==> src/rtl/bus_memory_target.sv <==
// Bus memory target: decodes its address window and serves single or burst reads
// and byte-enabled writes from an internal flop-array memory.
module bus_memory_target #(
    parameter logic [31:0] Base        = 32'h5000_0000,
    parameter int unsigned AddrWidth   = 4,
    parameter int unsigned ReadLatency = 1,
    parameter int unsigned WriteBusy   = 0
) (
    input  logic        clock,
    input  logic        reset,
    input  logic [31:0] address_dataIN,
    input  logic [3:0]  byte_enableIN,
    input  logic [7:0]  burst_sizeIN,
    input  logic        read_n_writeIN,
    input  logic        begin_transactionIN,
    input  logic        end_transactionIN,
    input  logic        data_validIN,
    input  logic        busyIN,
    input  logic        errorIN,
    output logic [31:0] address_dataOUT,
    output logic        end_transactionOUT,
    output logic        data_validOUT,
    output logic        busyOUT,
    output logic        errorOUT
);

    localparam int unsigned Depth  = 1 << AddrWidth;
    localparam int unsigned TagLsb = AddrWidth + 2;

    localparam logic [2:0] S_IDLE      = 3'd0;
    localparam logic [2:0] S_WRITE     = 3'd1;
    localparam logic [2:0] S_READ_WAIT = 3'd2;
    localparam logic [2:0] S_READ_DATA = 3'd3;
    localparam logic [2:0] S_READ_END  = 3'd4;
    localparam logic [2:0] S_ERR       = 3'd5;

    logic [2:0]           state;
    logic [2:0]           state_nxt;
    logic [AddrWidth-1:0] ptr;
    logic [8:0]           remaining;
    logic [3:0]           be;
    logic [3:0]           wait_cnt;
    logic [3:0]           busy_cnt;
    logic [31:0]          mem [Depth];

    logic sel_c;
    logic aligned_c;
    logic wr_take_c;
    logic wr_commit_c;
    logic rd_take_c;

    // Transaction strobes; errorIN suppresses every one of them.
    assign sel_c       = (state == S_IDLE) && !errorIN && begin_transactionIN &&
                         (address_dataIN[31:TagLsb] == Base[31:TagLsb]);
    assign aligned_c   = (address_dataIN[1:0] == 2'b00);
    assign wr_take_c   = (state == S_WRITE) && !errorIN && data_validIN && (busy_cnt == 4'd0);
    assign wr_commit_c = wr_take_c && (remaining != 9'd0);
    assign rd_take_c   = (state == S_READ_DATA) && !errorIN && !busyIN;

    always_ff @(posedge clock or negedge reset) begin
        if (!reset) begin
            state <= S_IDLE;
        end else begin
            state <= state_nxt;
        end
    end

    always_comb begin
        state_nxt = state;
        if (errorIN) begin
            state_nxt = S_IDLE;
        end else begin
            case (state)
                S_IDLE: begin
                    if (sel_c) begin
                        if (!aligned_c)                state_nxt = S_ERR;
                        else if (!read_n_writeIN)      state_nxt = S_WRITE;
                        else if (ReadLatency <= 1)     state_nxt = S_READ_DATA;
                        else                           state_nxt = S_READ_WAIT;
                    end
                end
                S_WRITE: begin
                    if (wr_take_c && (remaining == 9'd0)) state_nxt = S_ERR;
                    else if (end_transactionIN)           state_nxt = S_IDLE;
                end
                S_READ_WAIT: begin
                    if (wait_cnt <= 4'd1) state_nxt = S_READ_DATA;
                end
                S_READ_DATA: begin
                    if (rd_take_c && (remaining == 9'd0)) state_nxt = S_READ_END;
                end
                S_READ_END: state_nxt = S_IDLE;
                S_ERR:      state_nxt = S_IDLE;
                default:    state_nxt = S_IDLE;
            endcase
        end
    end

    // Pointer, counters and memory; writes keep remaining one ahead so overrun is visible.
    always_ff @(posedge clock or negedge reset) begin
        if (!reset) begin
            ptr       <= '0;
            remaining <= '0;
            be        <= '0;
            wait_cnt  <= '0;
            busy_cnt  <= '0;
            for (int unsigned i = 0; i < Depth; i++) begin
                mem[i] <= '0;
            end
        end else if (sel_c && aligned_c) begin
            ptr       <= address_dataIN[TagLsb-1:2];
            remaining <= read_n_writeIN ? {1'b0, burst_sizeIN} : ({1'b0, burst_sizeIN} + 9'd1);
            be        <= byte_enableIN;
            wait_cnt  <= 4'(ReadLatency - 1);
            busy_cnt  <= '0;
        end else if (wr_commit_c) begin
            for (int b = 0; b < 4; b++) begin
                if (be[b]) begin
                    mem[ptr][8*b +: 8] <= address_dataIN[8*b +: 8];
                end
            end
            ptr       <= ptr + AddrWidth'(1);
            remaining <= remaining - 9'd1;
            busy_cnt  <= 4'(WriteBusy);
        end else begin
            if ((state == S_WRITE) && (busy_cnt != 4'd0)) begin
                busy_cnt <= busy_cnt - 4'd1;
            end
            if (state == S_READ_WAIT) begin
                wait_cnt <= wait_cnt - 4'd1;
            end
            if (rd_take_c && (remaining != 9'd0)) begin
                ptr       <= ptr + AddrWidth'(1);
                remaining <= remaining - 9'd1;
            end
        end
    end

    // Outputs are decoded from state flops and forced to 0 while errorIN is high.
    assign data_validOUT      = (state == S_READ_DATA) && !errorIN;
    assign address_dataOUT    = data_validOUT ? mem[ptr] : 32'd0;
    assign end_transactionOUT = (state == S_READ_END) && !errorIN;
    assign busyOUT            = (state == S_WRITE) && (busy_cnt != 4'd0) && !errorIN;
    assign errorOUT           = (state == S_ERR) && !errorIN;

endmodule

==> config.mk <==
export PLATFORM = sky130hd
export DESIGN_NAME = bus_memory_target
export DESIGN_NICKNAME = d
export VERILOG_FILES = /design/src/rtl/bus_memory_target.sv
export SDC_FILE = /design/constraint.sdc
export NUM_CORES = 1
export LEC_CHECK = 0
export CAP_MARGIN = 25
export CORE_MARGIN = 5
export CORE_UTILIZATION = 60
export DETAILED_ROUTE_END_ITERATION = 8
export GPL_ROUTABILITY_DRIVEN = 0
export GPL_TIMING_DRIVEN = 0
export PLACE_DENSITY = 0.78
export SLEW_MARGIN = 20
export SYNTH_ARGS = -nofsm -noshare
export SYNTH_HDL_FRONTEND = slang
export SYNTH_SLANG_ARGS = --single-unit
==> constraint.sdc <==
create_clock -name clock -period 6.8 [get_ports clock]
set_input_delay 1.36 -clock clock [delete_from_list [all_inputs] [get_ports clock]]
set_output_delay 1.36 -clock clock [all_outputs]
set_load 0.01 [all_outputs]
==> results.sh <==
export IMPL_run_status="completed"
export IMPL_coreArea_sq_um=41900
export IMPL_cp_start_kind="input pin"
export IMPL_period_share_pct=82.1
export IMPL_synth_edff_count=0
export IMPL_ant_nets=0
export IMPL_io_buffers=86
export IMPL_drive_gt1_share_pct=48.2
export IMPL_path_max_fanout=10
export IMPL_syn_area_sq_um=25400
export IMPL_grt_pass1_wl_mm=103
export IMPL_drtPass1Iterations=7
export IMPL_worst_ir_drop_vdd_mv=0.343
export IMPL_ios=88
export IMPL_hold_path_class="flop to flop"
export IMPL_final_hold_viol_count=0
export IMPL_post_cts_setup_buffer_count=0
export IMPL_finalInstanceArea_sq_um=29000
export IMPL_grt_pass1_vias=16247
export IMPL_rsz0062_at_grt="false"
export IMPL_drcViolationCount=0
export IMPL_wl_mm=67.8
export IMPL_finalPower_mw=7.95
export IMPL_max_freq_ghz=0.179
export IMPL_finalNonFillerCells=2314
export IMPL_fin_ws_ns=1.22
export IMPL_ys_flop_type="dfrtp_1"
export IMPL_cts_root_buffer="clkbuf_16"
export IMPL_dpl_cell_area_sq_um=27200
export IMPL_wl_per_cell_um=29.3
export IMPL_synthDistinctLibCells=52
export IMPL_die_width_um=216
export IMPL_grt_max_degree=102
export IMPL_diodes=0
export IMPL_ys_seq_area_share_pct=53.1
export IMPL_path_clk_slew_ns=0.06
export IMPL_dp_cells=2216
export IMPL_yosys_top_cells_count="540 x dfrtp_1, 491 x mux2_2, 160 x mux4_2, 44 x clkbuf_1, 37 x buf_1"
export IMPL_ys_ff_latch=540
export IMPL_numCtsBuffers=54
export IMPL_overflow=0
export IMPL_period_minus_slack_ns=5.58
export IMPL_clk_latency_ns=0.63
export IMPL_syn_to_final_growth_pct=14.2
export IMPL_cap_violations=0
export IMPL_die_y_um=216
export IMPL_final_max_slew_viol_count=0
export IMPL_synthCells=1582
export IMPL_viasPerCell=6.55
export IMPL_start_util_pct=60.6
export IMPL_post_cts_resize_count=0
export IMPL_cts_path_max_buffers=3
export IMPL_synthTopCellsByArea="dfrtp_1 53%, mux2_2 22%, mux4_2 14%"
export IMPL_dp_worst_setup_slack_ns=1.30
export IMPL_cts_tree="built"
export IMPL_grt_usage_pct=29.5
export IMPL_tightest_slew_ns=1.17
export IMPL_fin_nets=1796
export IMPL_critPathKind="input pin to output pin"
export IMPL_die_area_sq_um=46600
export IMPL_synth_fp_nets=1643
export IMPL_yosysWarnings=0
export IMPL_via_count=15156
export IMPL_worstPathRequired_ns=5.44
export IMPL_avgSynthCellArea_sq_um=16.1
export IMPL_htreeDepth=2
export IMPL_std_cell_rows=75
export IMPL_cts_sinks=540
export IMPL_total_leakage_power_nw=13.7
export IMPL_drtIter0Drc=1350
export IMPL_synth_top_area_cell="dfrtp_1"
export IMPL_fillers=2812
export IMPL_pwr_density_cell_nw_per_um2=274
export IMPL_crit_path_end_kind="output pin"
export IMPL_dp_hpwl_mm=44.0
export IMPL_cts_hold_buf=0
export IMPL_arrival_ns=4.22
export IMPL_relSlewSlack_pct=22.1
export IMPL_setup_viol=0
export IMPL_synth_most_common_cell="dfrtp_1"
export IMPL_async_flop_share_pct=100
export IMPL_finClkSkew_ns=0.0308
export IMPL_antenna_found_initial=0
export IMPL_yosysTopAreaCellShare_pct=53.1
## metal layers
layer	global-route usage (%)	part of all wire, %
met5	0	0
met4	9.92	4.0
met3	7.93	7.9
met2	47.0	48
met1	40.1	40
## cell usage in the layout (no fill, tap or decap), drive strengths merged, types with 2 or more instances in the layout
cell,count
nand2,35
o21ai,11
o21a,2
nand4,7
mux2i,7
nand3,8
xor2,10
clkinvlp,2
or4,2
nand4b,2
inv,13
or3,2
nor3b,3
mux4,160
clkinv,5
nor2,78
and2,32
mux2,518
o31ai,2
nor3,5
nor2b,2
buf,57
clkbuf,127
nor4bb,2
nor4b,3
nor4,10
or4b,2
xnor2,12
clkdlybuf4s50,85
and3,4
ha,9
bufinv,4
nand2b,2
dfrtp,540
## report_power, final
group,total (mW),switching (mW),internal [mW],leakage [nW]
combinational,1.62,1.07,0.549,5.31
clock,3.03,1.26,1.78,0.878
sequential,3.30,0.0371,3.26,7.50
## stage by stage
stage           TNS, ns  util, %  hold slack [ns]
6_report              0     69.2            0.491
5_1_grt               0     69.2            0.505
4_1_cts               0     69.2            0.492
3_3_place_gp   -9971.44     64.3            0.463
2_1_floorplan         0        -            0.453
3_5_place_dp          0     64.9            0.478
## final cells by class
class                      instances  area (sq um)  share of cell area (%)
sequential                       540         13500                    46.5
multi-input combinational        942         11500                    39.6
clock buffer                      83          1610                    5.55
timing repair buffer              97          1100                    3.80
tap                              539           674                    2.32
buffer                            89           398                    1.37
clock inverter                    13           193                   0.664
inverter                          11          41.3                   0.142
## critical path, stage by stage
cell and delay [ns]:
clkbuf_1 0.19, nor4bb_1 0.30, clkbuf_1 0.66, clkbuf_1 0.81, and2_1 0.33, clkdlybuf4s50_1 0.57
## sequential cells by signal, summed over array words and instances (netlist names)
name       cells
state          3
busy_cnt       4
wait_cnt       4
mem          512
ptr            4
remaining      9
be             4
## cell families after synthesis
group	Yosys count	synth area share, %
DFF	540	53.1
xor gates and xnor gates	22	0.758
AOI/OAI and AO/OA	23	0.585
buffers and inverters	100	1.64
muxes	685	37.7
and+or+nand+nor	203	5.72
adders and majority gates	9	0.443
## worst paths after layout
kind | from | endpoint | slack [ns] | cells past startpoint
setup / recovery | errorIN | address_dataOUT[3] | 1.22 | 6
hold / removal | mem[487]$_DFFE_PN0P_ | mem[487]$_DFFE_PN0P_ | 0.49 | 1
setup reg to reg | busy_cnt[0]$_DFFE_PN0P_ | mem[82]$_DFFE_PN0P_ | 3.11 | 8
hold reg to reg | mem[487]$_DFFE_PN0P_ | mem[487]$_DFFE_PN0P_ | 0.49 | 1
max in group asynchronous | reset | mem[82]$_DFFE_PN0P_ | 4.40 | 4
min in group asynchronous | reset | mem[348]$_DFFE_PN0P_ | 0.66 | 1
Power figures use the tool's default switching activity.
